$ cat src/rtl/cdb_arbiter_pkg.sv
// cdb_arbiter_pkg: shared CDB widths, source encoding and round-robin pick helper
package cdb_arbiter_pkg;
  localparam int CDB_FIFO_DEPTH_BIT = 2;
  localparam int CDB_ROB_ID_BIT = 5;
  localparam int CDB_DATA_W = 32;
  typedef enum logic {CDB_SRC_ALU = 1'b0, CDB_SRC_LSB = 1'b1} cdb_src_e;
  function automatic cdb_src_e rr_pick(input logic alu_req, input logic lsb_req, input cdb_src_e last);
    return (alu_req && (!lsb_req || last == CDB_SRC_LSB)) ? CDB_SRC_ALU : CDB_SRC_LSB;
  endfunction
endpackage

$ cat src/rtl/cdb_src_fifo.sv
// cdb_src_fifo: tag+value result FIFO with count and almost-full stall
module cdb_src_fifo #(
  parameter int DEPTH_BIT = 2,
  parameter int W = 37
) (
  input  logic         clk,
  input  logic         rst_n,
  input  logic         rdy,
  input  logic         clr,
  input  logic         push,
  input  logic         pop,
  input  logic [W-1:0] din,
  output logic [W-1:0] dout,
  output logic         empty,
  output logic         stall
);
  localparam logic [DEPTH_BIT:0] FULL = (DEPTH_BIT+1)'(1 << DEPTH_BIT);
  logic [W-1:0] mem [1 << DEPTH_BIT];
  logic [DEPTH_BIT-1:0] head, tail;
  logic [DEPTH_BIT:0] count;
  logic do_push, do_pop;
  assign do_push = push && count != FULL;
  assign do_pop = pop && !empty;
  assign empty = count == '0;
  assign stall = count >= FULL - 1'b1;
  assign dout = mem[head];
  always_ff @(posedge clk or negedge rst_n)
    if (!rst_n) begin
      head <= '0;
      tail <= '0;
      count <= '0;
    end else if (rdy) begin
      if (clr) begin
        head <= '0;
        tail <= '0;
        count <= '0;
      end else begin
        if (do_push) tail <= tail + 1'b1;
        if (do_pop) head <= head + 1'b1;
        count <= count + (DEPTH_BIT+1)'(do_push) - (DEPTH_BIT+1)'(do_pop);
      end
    end
  always_ff @(posedge clk)
    if (rdy && !clr && do_push) mem[tail] <= din;
endmodule

$ cat src/rtl/cdb_arbiter.sv
// cdb_arbiter: round-robin CDB arbitration between ALU and LSB result FIFOs.
// Define CDB_BYPASS_EN to let an empty-FIFO result go straight to the CDB register.
module cdb_arbiter
  import cdb_arbiter_pkg::*;
#(
  parameter int FIFO_DEPTH_BIT = CDB_FIFO_DEPTH_BIT,
  parameter int ROB_ID_BIT = CDB_ROB_ID_BIT,
  parameter int DATA_W = CDB_DATA_W
) (
  input  logic                  clk_in,
  input  logic                  rst_in,
  input  logic                  rdy_in,
  input  logic                  clear_flag,
  input  logic                  alu_valid,
  input  logic [ROB_ID_BIT-1:0] alu_rob_id,
  input  logic [DATA_W-1:0]     alu_val,
  input  logic                  lsb_valid,
  input  logic [ROB_ID_BIT-1:0] lsb_rob_id,
  input  logic [DATA_W-1:0]     lsb_val,
  output logic                  alu_stall,
  output logic                  lsb_stall,
  output logic                  cdb_valid,
  output logic [ROB_ID_BIT-1:0] cdb_rob_id,
  output logic [DATA_W-1:0]     cdb_val
);
  localparam int W = ROB_ID_BIT + DATA_W;
  logic [W-1:0] alu_din, lsb_din, alu_head, lsb_head, win;
  logic alu_empty, lsb_empty, alu_byp, lsb_byp, alu_req, lsb_req, any_req;
  logic alu_pop, lsb_pop, alu_push, lsb_push, clr;
  cdb_src_e last_grant, pick;
  assign alu_din = {alu_rob_id, alu_val};
  assign lsb_din = {lsb_rob_id, lsb_val};
`ifdef CDB_BYPASS_EN
  assign alu_byp = alu_valid && alu_empty;
  assign lsb_byp = lsb_valid && lsb_empty;
`else
  assign alu_byp = 1'b0;
  assign lsb_byp = 1'b0;
`endif
  assign alu_req = !alu_empty || alu_byp;
  assign lsb_req = !lsb_empty || lsb_byp;
  assign any_req = alu_req || lsb_req;
  assign pick = rr_pick(alu_req, lsb_req, last_grant);
  assign alu_pop = any_req && pick == CDB_SRC_ALU;
  assign lsb_pop = any_req && pick == CDB_SRC_LSB;
  // a bypass winner is consumed directly and never enters its FIFO
  assign alu_push = alu_valid && !(alu_byp && alu_pop);
  assign lsb_push = lsb_valid && !(lsb_byp && lsb_pop);
  assign win = pick == CDB_SRC_ALU ? (alu_empty ? alu_din : alu_head) : (lsb_empty ? lsb_din : lsb_head);
  assign clr = clear_flag;
  cdb_src_fifo #(.DEPTH_BIT(FIFO_DEPTH_BIT), .W(W)) u_alu (
    .clk(clk_in), .rst_n(rst_in), .rdy(rdy_in), .clr(clr), .push(alu_push), .pop(alu_pop),
    .din(alu_din), .dout(alu_head), .empty(alu_empty), .stall(alu_stall)
  );
  cdb_src_fifo #(.DEPTH_BIT(FIFO_DEPTH_BIT), .W(W)) u_lsb (
    .clk(clk_in), .rst_n(rst_in), .rdy(rdy_in), .clr(clr), .push(lsb_push), .pop(lsb_pop),
    .din(lsb_din), .dout(lsb_head), .empty(lsb_empty), .stall(lsb_stall)
  );
  always_ff @(posedge clk_in or negedge rst_in)
    if (!rst_in) begin
      cdb_valid <= 1'b0;
      cdb_rob_id <= '0;
      cdb_val <= '0;
      last_grant <= CDB_SRC_LSB;
    end else if (rdy_in) begin
      if (clr) begin
        cdb_valid <= 1'b0;
        cdb_rob_id <= '0;
        cdb_val <= '0;
        last_grant <= CDB_SRC_LSB;
      end else if (any_req) begin
        cdb_valid <= 1'b1;
        {cdb_rob_id, cdb_val} <= win;
        last_grant <= pick;
      end else begin
        cdb_valid <= 1'b0;
      end
    end
endmodule

$ cat config.mk
export PLATFORM = sky130hd
export DESIGN_NAME = cdb_arbiter
export DESIGN_NICKNAME = d
export VERILOG_FILES = /design/src/rtl/cdb_arbiter_pkg.sv /design/src/rtl/cdb_src_fifo.sv /design/src/rtl/cdb_arbiter.sv
export SDC_FILE = /design/constraint.sdc
export NUM_CORES = 1
export LEC_CHECK = 0
export ABC_AREA = 1
export CAP_MARGIN = 20
export CORE_MARGIN = 3
export CORE_UTILIZATION = 30
export DETAILED_ROUTE_END_ITERATION = 12
export MAX_ROUTING_LAYER = met4
export PLACE_DENSITY_LB_ADDON = 0.3
export SYNTH_ARGS = -nofsm -noshare
export SYNTH_HDL_FRONTEND = slang
export SYNTH_HIERARCHICAL = 1
export SYNTH_SLANG_ARGS = --single-unit
$ cat constraint.sdc
create_clock -name clk_in -period 4 [get_ports clk_in]
set_input_delay 1 -clock clk_in [delete_from_list [all_inputs] [get_ports clk_in]]
set_output_delay 1 -clock clk_in [all_outputs]
set_load 0.03 [all_outputs]
# --- Word level (Yosys, flattened, before mapping) ---
# Memories as Yosys holds them, arrays and structs flattened.
# Cells that the tools add are included.
classes:
  bitwise: 0
  multipliers: 0
  add_sub_neg: 8
  n_reduce_logical: 27
  magnitude_cmp: 2
  shift: 0
  eq_ne: 2
  mux: 26
  div_mod_pow: 0
op_table:
  columns: ["operator", "n"]
  rows:
  - ["$mux W37", 3]
  - ["$mux W32", 2]
  - ["$mux W2", 8]
  - ["$logic_and A1 B1 Y1", 10]
  - ["$mux W5", 2]
  - ["$reduce_and A2 Y1", 5]
  - ["$reduce_bool A2 Y1", 5]
  - ["$mux W1", 9]
  - ["$add A2 B1 Y2 const B", 4]
  - ["$add A3 B1 Y3", 2]
  - ["$ge A3 B2 Y1 const B", 2]
  - ["$logic_not A3 Y1", 2]
  - ["$mux W3", 2]
  - ["$ne A3 B3 Y1 const B", 2]
  - ["$sub A3 B1 Y3", 2]
  - ["$logic_not A1 Y1", 3]
  - ["$logic_or A1 B1 Y1", 2]
word_totals:
  word_cells: 77
  memories: 2
  latchBits: 0
  regBits: 53
  in_bits: 80
  out_inout_bits: 40
  ram_bits: 296
  rom_bits: 0
mem_list:
  columns: ["memory", "depth", "word_bits", "rd", "rd_ports_with_merged_regs", "wr", "line", "text"]
  rows:
  - ["u_alu.mem", 4, 37, 1, 0, 1, "cdb_src_fifo.sv:18", "logic [W-1:0] mem [1 << DEPTH_BIT];"]
  - ["u_lsb.mem", 4, 37, 1, 0, 1, "cdb_src_fifo.sv:18", null]

# --- Logic depth before layout (Yosys ltp) ---
# Gate-level depths: netlist of the first run.
depth:
  depth_word: 8
  depth_mapped: 18
  mapped_depth_nobuf: 16

# --- Hierarchy ---
# Netlist of the first run, hierarchy kept.
modules_own_cells:
  columns: ["mod", "instances", "cells_per_inst", "area_per_inst_um2", "seq_area_each_um2"]
  rows:
  - ["cdb_src_fifo", 2, 430, 6019.5, 4619.4]
  - ["cdb_arbiter", 1, 518, 2914.0, 977.2]

# --- Least setup slack after synthesis of the first run ---
# No wires, ideal clock.
synth_path:
  kind: "input port to flip-flop"
  from: "input port clear_flag"
  to: "memory u_alu.mem[0][0] (enable)"
  setup_slack_ns: 0.593
  setup_ns: 0.431
  arrival_time_ns: 2.976
  required_time_ns: 3.569
  stages: 5
  n_path_buf: 0
  path_cell_list: "inv_1 -> nand2_1 -> nor2_1 -> inv_1 -> nor2_1"
synth_via:
  elab_chain_cells: 5
synth_rtl:
  columns: ["item", "line", "text"]
  rows:
  - ["from (decl)", "cdb_arbiter.sv:13", "input logic clear_flag,"]
  - ["$logic_not A1 Y1", "cdb_src_fifo.sv:44", "if (rdy && !clr && do_push) mem[tail] <= din;"]
  - ["$logic_and A1 B1 Y1 (2 in a row)", "cdb_src_fifo.sv:44", null]
  - ["$mux W1", "cdb_src_fifo.sv:44", null]
  - ["$mux W1 (implied by the code)", "cdb_src_fifo.sv:44", null]
  - ["to (decl)", "cdb_src_fifo.sv:18", null]
# Every way passes these cells.

# --- Final worst setup path of the first run ---
layout_path:
  from: "register u_alu.count[1]"
  to: "output port alu_stall"
layout_via:
  elab_chain_cells: 1
layout_rtl:
  columns: ["item", "line", "text"]
  rows:
  - ["from (decl)", "cdb_src_fifo.sv:20", "logic [DEPTH_BIT:0] count;"]
  - ["from (signal assigned)", "cdb_src_fifo.sv:40", "count <= count + (DEPTH_BIT+1)'(do_push) - (DEPTH_BIT+1)'(do_pop);"]
  - ["$ge A3 B2 Y1", "cdb_src_fifo.sv:25", "assign stall = count >= FULL - 1'b1;"]
  - ["to (decl)", "cdb_arbiter.sv:20", "output logic alu_stall,"]
# Every way passes these cells.

==> results of run 1 <==
per-layer routing:
layer	routed length (um)	vias to the layer above	part of all wire [%]
li1	-	4845	-
met1	17100	4538	47
met2	17100	169	47
met3	1420	54	3.9
met4	745	0	2.0
met5	0	-	0
registers in the layout (all words and copies together), names as in the netlist:
| register | flops |
|---|---|
| u_alu/mem | 148 |
| u_lsb/mem | 148 |
| cdb_val | 32 |
| cdb_rob_id | 5 |
| u_alu/count | 3 |
| u_lsb/count | 3 |
| u_alu/head | 2 |
| u_alu/tail | 2 |
| u_lsb/head | 2 |
| u_lsb/tail | 2 |
| cdb_valid | 1 |
| last_grant | 1 |
logic make-up after synthesis:
family / after synthesis / share of synthesized area (%)
simple gates: 542 / 14.1
flops: 349 / 68.3
fa+ha+maj: 16 / 1.44
buf+inv: 233 / 7.52
compound gates: 238 / 8.66
through the flow:
step / util [%] / total power [mW] / hold slack, ns / cell area (um2)
floorplan: - / 7.34 / 0.479 / 15000
global placement: 34.2 / 8.56 / 0.479 / 16800
detailed placement: 34.2 / 8.62 / 0.481 / 16800
CTS: 36.7 / 12.0 / 0.498 / 18000
global route: 36.8 / 12.7 / 0.514 / 18000
finish: 36.8 / 11.9 / 0.491 / 18000
power by group through the flow:
stage | combinational [mW] | sequential (mW) | clock (mW)
floorplan | 2.63 | 4.71 | 0
global placement | 4.03 | 4.53 | 0
detailed placement | 4.09 | 4.53 | 0
CTS | 4.10 | 4.46 | 3.47
global route | 4.59 | 4.48 | 3.62
finish | 4.05 | 4.45 | 3.36
layout by cell type, fill, tap and decap left out, types with 2 or more instances in the layout:
cell type | synthesis | layout
diode_2 | 0 | 2
dfrtp_2 | 0 | 2
dfrtp_1 | 52 | 50
ha_1 | 14 | 14
inv_2 | 5 | 5
clkinv_1 | 1 | 4
fa_1 | 2 | 2
o21ai_1 | 18 | 18
buf_12 | 0 | 10
nand3_1 | 41 | 41
nor2_4 | 0 | 8
clkbuf_16 | 0 | 37
o22ai_1 | 77 | 77
clkinv_2 | 0 | 8
edfxtp_1 | 296 | 296
nand2_1 | 334 | 334
inv_1 | 156 | 156
clkbuf_8 | 6 | 5
o21ai_0 | 139 | 139
bufinv_16 | 0 | 3
clkbuf_1 | 13 | 5
inv_6 | 0 | 2
a21oi_1 | 2 | 2
buf_4 | 18 | 14
nor2_1 | 166 | 157
clkinvlp_4 | 0 | 3
clkdlybuf4s50_1 | 0 | 118
final timing paths:
| check | from | to | slack (ns) | cells past startpoint |
|---|---|---|---|---|
| max | u_alu/count[1] | alu_stall | 1.00 | 4 |
| min | cdb_val[12] | cdb_val[12] | 0.49 | 2 |
| max reg2reg | u_alu/count[1] | u_lsb/count[2] | 1.21 | 16 |
| min reg2reg | cdb_val[12] | cdb_val[12] | 0.49 | 2 |
| max in group asynchronous | rst_in | cdb_val[14] | 2.63 | 2 |
| min in group asynchronous | rst_in | u_alu/count[2] | 0.57 | 1 |
critical path, cell delays in order (launching register included):
cell	delay, ns
dfrtp_1	0.44
ha_1	0.22
o21ai_0	0.16
nand2_1	0.07
clkdlybuf4s50_1	0.59
cell type report:
type	count	area, um2	share of cell area (%)
clock buffer	47	1010	5.62
antenna	2	5.00	0.0278
timing repair buffer	143	1490	8.27
clock inverter	19	181	1.01
inverter	162	608	3.37
multi-input combinational	796	3680	20.4
tap	664	831	4.61
sequential	349	10200	56.7
==> flow_metrics.env, run 1 <==
export IMPL_status="completed"
export IMPL_areaGrowthSynthToFinish_pct=20.6
export IMPL_grt_pass1_wl_um=56200
export IMPL_crit_arrival_ns=2.00
export IMPL_worstSkewPairLatency_ns=0.53
export IMPL_start_util_pct=30.5
export IMPL_yosysMostFrequentCell="nand2_1"
export IMPL_synth_area_per_cell_um2=10.9
export IMPL_rows=81
export IMPL_dp_hpwl_um=22900
export IMPL_wl_per_cell_um=16.7
export IMPL_clockPowerShare_pct=28.3
export IMPL_synth_edf_count=296
export IMPL_drv_cap=0
export IMPL_cts_tree="yes"
export IMPL_drive_above_1_share_pct=6.79
export IMPL_grt_overflow_total=0
export IMPL_io_pins=120
export IMPL_grt_usage_pct=14.1
export IMPL_wirelength_um=36400
export IMPL_ys_flop_type="edfxtp_1"
export IMPL_p_leak_nw=7.14
export IMPL_port_buffers=119
export IMPL_vias=9606
export IMPL_synth_fp_nets=1474
export IMPL_ctsHtreeMaxLevel=2
export IMPL_hp_class="flop to flop"
export IMPL_grt_use_met3_pct=2.34
export IMPL_fp_dieH_um=229
export IMPL_path_class="flop to output pin"
export IMPL_fin_setup_tns_ns=0
export IMPL_skew_ns=0.0177
export IMPL_synth_cells=1378
export IMPL_die_x_um=229
export IMPL_postCtsSetupRepairBufs=0
export IMPL_place_inst=2112
export IMPL_coreArea_um2=49100
export IMPL_worst_slack_ns=1.00
export IMPL_ctsHoldBuffers=0
export IMPL_pwr_share_seq_pct=37.5
export IMPL_post_drt_via_cell_ratio=4.40
export IMPL_grt_max_degree=77
export IMPL_setup_viol=0
export IMPL_worst_pin_slew_ns=1.02
export IMPL_p_sw_share_pct=36.6
export IMPL_drtPass1Iterations=5
export IMPL_finalHoldViolCount=0
export IMPL_grt_pass1_vias=9590
export IMPL_yosysSeqAreaShare_pct=68.3
export IMPL_power_internal_mw=7.53
export IMPL_synth_top_area_share_pct=59.4
export IMPL_max_clock_freq_mhz=334
export IMPL_syn_area_um2=15000
export IMPL_yosysUniqueCellTypes=25
export IMPL_finalCritPeriodShare_pct=74.9
export IMPL_cp_max_fo=5
export IMPL_worstPathRequired_ns=3.00
export IMPL_synth_seq_cells=349
export IMPL_rsz0062_at_grt="no"
export IMPL_gp_congestion=0.783
export IMPL_layout_nets=1584
export IMPL_async_flop_share_pct=15.2
export IMPL_combPwrFrac_pct=34.1
export IMPL_fin_cells=2182
export IMPL_cts_sinks=349
export IMPL_path_clk_slew_ns=0.06
export IMPL_slew_violations=0
export IMPL_power_switching_mw=4.34
export IMPL_cellPowerDensity_nw_per_um2=658
export IMPL_synth_area_top_cells="edfxtp_1 59%, dfrtp_1 8.7%, nand2_1 8.4%"
export IMPL_fill_cells=4865
export IMPL_die_area_um2=52600
export IMPL_cts_buffer_depth=3
export IMPL_synth_common_cells="334 x nand2_1, 296 x edfxtp_1, 166 x nor2_1"
export IMPL_globalRouteMet1Util_pct=18.8
export IMPL_numCtsBuffers=36
export IMPL_vdd_drop_max_mv=0.317
export IMPL_postCtsResizedCells=0
export IMPL_relSlewSlack_pct=31.8
export IMPL_gr_max_usage_layer="met2"
export IMPL_drc=0
export IMPL_yosys_area_top_type="edfxtp_1"
export IMPL_post_place_ws_ns=0.917
export IMPL_yosysWarnings=6
export IMPL_fin_crit_ns=3.00
export IMPL_end_kind="output pin"
export IMPL_critPathLaunchType="flop"
export IMPL_final_antenna_net_count=0
export IMPL_antenna_found_initial=1
export IMPL_grt_util_met2_pct=22.3
export IMPL_cts_root_buf="clkbuf_16"
export IMPL_drt_iter0_markers=522
No activity file was read; power rests on OpenSTA's default activity.
==> inputs of run 2 (changes only) <==
clock period = 2.52 ns   (was 4 ns; I/O delays follow)
==> flow_metrics.env, run 2 (same netlist as run 1, synthesis figures left out) <==
export IMPL_status="completed"
export IMPL_critPathMaxStageDelay_ns=0.45
export IMPL_die_area_um2=52600
export IMPL_slew_violations=0
export IMPL_die_x_um=229
export IMPL_wirelength_um=37000
export IMPL_final_antenna_net_count=0
export IMPL_p_leak_nw=7.26
export IMPL_setup_viol=0
export IMPL_fin_cells=2207
export IMPL_finalHoldViolCount=0
export IMPL_clockPowerShare_pct=27.1
export IMPL_cp_top_family="flip-flops"
export IMPL_cp_cell_sequence="ha_1 > o21ai_0 > nand2_1 > dlygate4sd2_1"
export IMPL_antenna_found_initial=2
export IMPL_drtPass1Iterations=5
export IMPL_power_internal_mw=11.9
export IMPL_cts_root_buf="clkbuf_16"
export IMPL_post_drt_via_cell_ratio=4.40
export IMPL_grt_pass1_vias=9803
export IMPL_postCtsSetupRepairBufs=0
export IMPL_drv_cap=0
export IMPL_regToRegStartpoint="u_lsb/count[0]"
export IMPL_rows=81
export IMPL_drc=0
export IMPL_vias=9718
export IMPL_r2r_end="u_lsb/count[2]"
export IMPL_io_pins=120
export IMPL_cellPowerDensity_nw_per_um2=1030
export IMPL_finalCritPeriodShare_pct=94.4
export IMPL_critPathLaunchType="flop"
export IMPL_wl_per_cell_um=16.8
export IMPL_rr_worst_depth=16
export IMPL_path_buf_inv=1
export IMPL_combPwrFrac_pct=35.5
export IMPL_port_buffers=119
export IMPL_cts_sinks=349
export IMPL_fill_cells=4841
export IMPL_vdd_drop_max_mv=0.618
export IMPL_drt_iter0_markers=478
export IMPL_dp_hpwl_um=24400
export IMPL_cts_buffer_depth=3
export IMPL_power_switching_mw=6.91
export IMPL_hp_class="input pin to async pin"
export IMPL_worst_pin_slew_ns=0.796
export IMPL_worstSkewPairLatency_ns=0.52
export IMPL_pwr_share_seq_pct=37.5
export IMPL_gp_congestion=0.817
export IMPL_grt_overflow_total=0
export IMPL_max_clock_freq_mhz=420
export IMPL_cts_tree="yes"
export IMPL_seqCellArea_um2=10200
export IMPL_reg_largest_list="u_alu/mem (148), u_lsb/mem (148), cdb_val (32)"
export IMPL_path_class="flop to output pin"
export IMPL_path_clk_slew_ns=0.06
export IMPL_grt_max_degree=77
export IMPL_grt_usage_pct=14.3
export IMPL_ctsHtreeMaxLevel=2
export IMPL_worstPathRequired_ns=1.89
export IMPL_final_common_cell="nand2_1"
export IMPL_final_cell_mix="334 x nand2_1, 296 x edfxtp_1, 155 x inv_1, 155 x nor2_1, 138 x o21ai_0"
export IMPL_crit_slowest_cell="dfrtp_2"
export IMPL_p_sw_share_pct=36.8
export IMPL_cp_max_fo=5
export IMPL_grt_pass1_wl_um=57400
export IMPL_areaGrowthSynthToFinish_pct=22.1
export IMPL_rrSetupSlack_ns=0.20
export IMPL_relSlewSlack_pct=46.9
export IMPL_fp_dieH_um=229
export IMPL_place_inst=2136
export IMPL_multi_input_area_um2=3690
export IMPL_skew_ns=0.0118
export IMPL_start_util_pct=30.5
export IMPL_layout_nets=1608
export IMPL_crit_arrival_ns=1.75
export IMPL_coreArea_um2=49100
export IMPL_fin_crit_ns=2.38
export IMPL_hold_ws_ns=0.449
export IMPL_drive_above_1_share_pct=7.86
export IMPL_end_kind="output pin"
export IMPL_numCtsBuffers=37
==> run 2: how the worst max path moves through the flow <==
stage               slack [ns]  depth (start not counted)            from               end
floorplan                -0.52                          5      clear_flag   u_alu/mem[0][0]
global placement          0.01                         10       alu_valid    u_alu/count[2]
detailed placement        0.03                          7       alu_valid  u_alu/mem[0][10]
CTS                       0.05                          5  u_lsb/count[1]         lsb_stall
global route            -0.008                         15  u_alu/count[0]    u_lsb/count[2]
finish                    0.14                          4  u_alu/count[1]         alu_stall
==> run 2: through the flow <==
stage / util, % / instance area [um2] / setup TNS [ns] / setup slack, ns / power (mW)
global placement: 34.9 / 17100 / 0 / 0.0112 / 13.9
detailed placement: 34.9 / 17100 / 0 / 0.0346 / 13.9
CTS: 37.2 / 18200 / 0 / 0.0465 / 19.0
global route: 37.2 / 18200 / -0.00801 / -0.00801 / 20.1
floorplan: - / 15000 / -153.14 / -0.517 / 11.7
finish: 37.2 / 18300 / 0 / 0.141 / 18.8
==> run 2: power by group through the flow <==
stage	Combinational, mW	Clock, mW	Sequential [mW]
CTS	6.77	5.22	7.06
global route	7.53	5.46	7.09
detailed placement	6.76	0	7.17
finish	6.67	5.09	7.05
floorplan	4.18	0	7.48
global placement	6.72	0	7.17
==> run 2: timing repair <==
| action | 4_1_cts | 5_1_grt |
|---|---|---|
| pin swaps | 0 | 1 |
| gates resized for setup | 2 | 5 |
| endpoints found under the setup margin | 2 | 3 |
| hold buffers | 1 | 0 |
| endpoints found under the hold margin | 2 | 0 |
==> run 2: area by class of cell <==
type / instances / share of cell area [%]
Sequential cell: 349 / 56.0
Multi-Input combinational cell: 796 / 20.2
Timing Repair Buffer: 166 / 9.65
Clock buffer: 57 / 5.94
Tap cell: 664 / 4.55
Inverter: 162 / 3.33
Clock inverter: 10 / 0.281
Antenna cell: 3 / 0.0411
==> run 2: metal layers <==
layer,share of wire (%),GRT usage [%],vias to the layer above
met2,48,23.1,176
met1,46,18.7,4600
met4,1.9,3.80,0
li1,-,-,4894
met5,0,-,-
met3,4.7,2.64,48
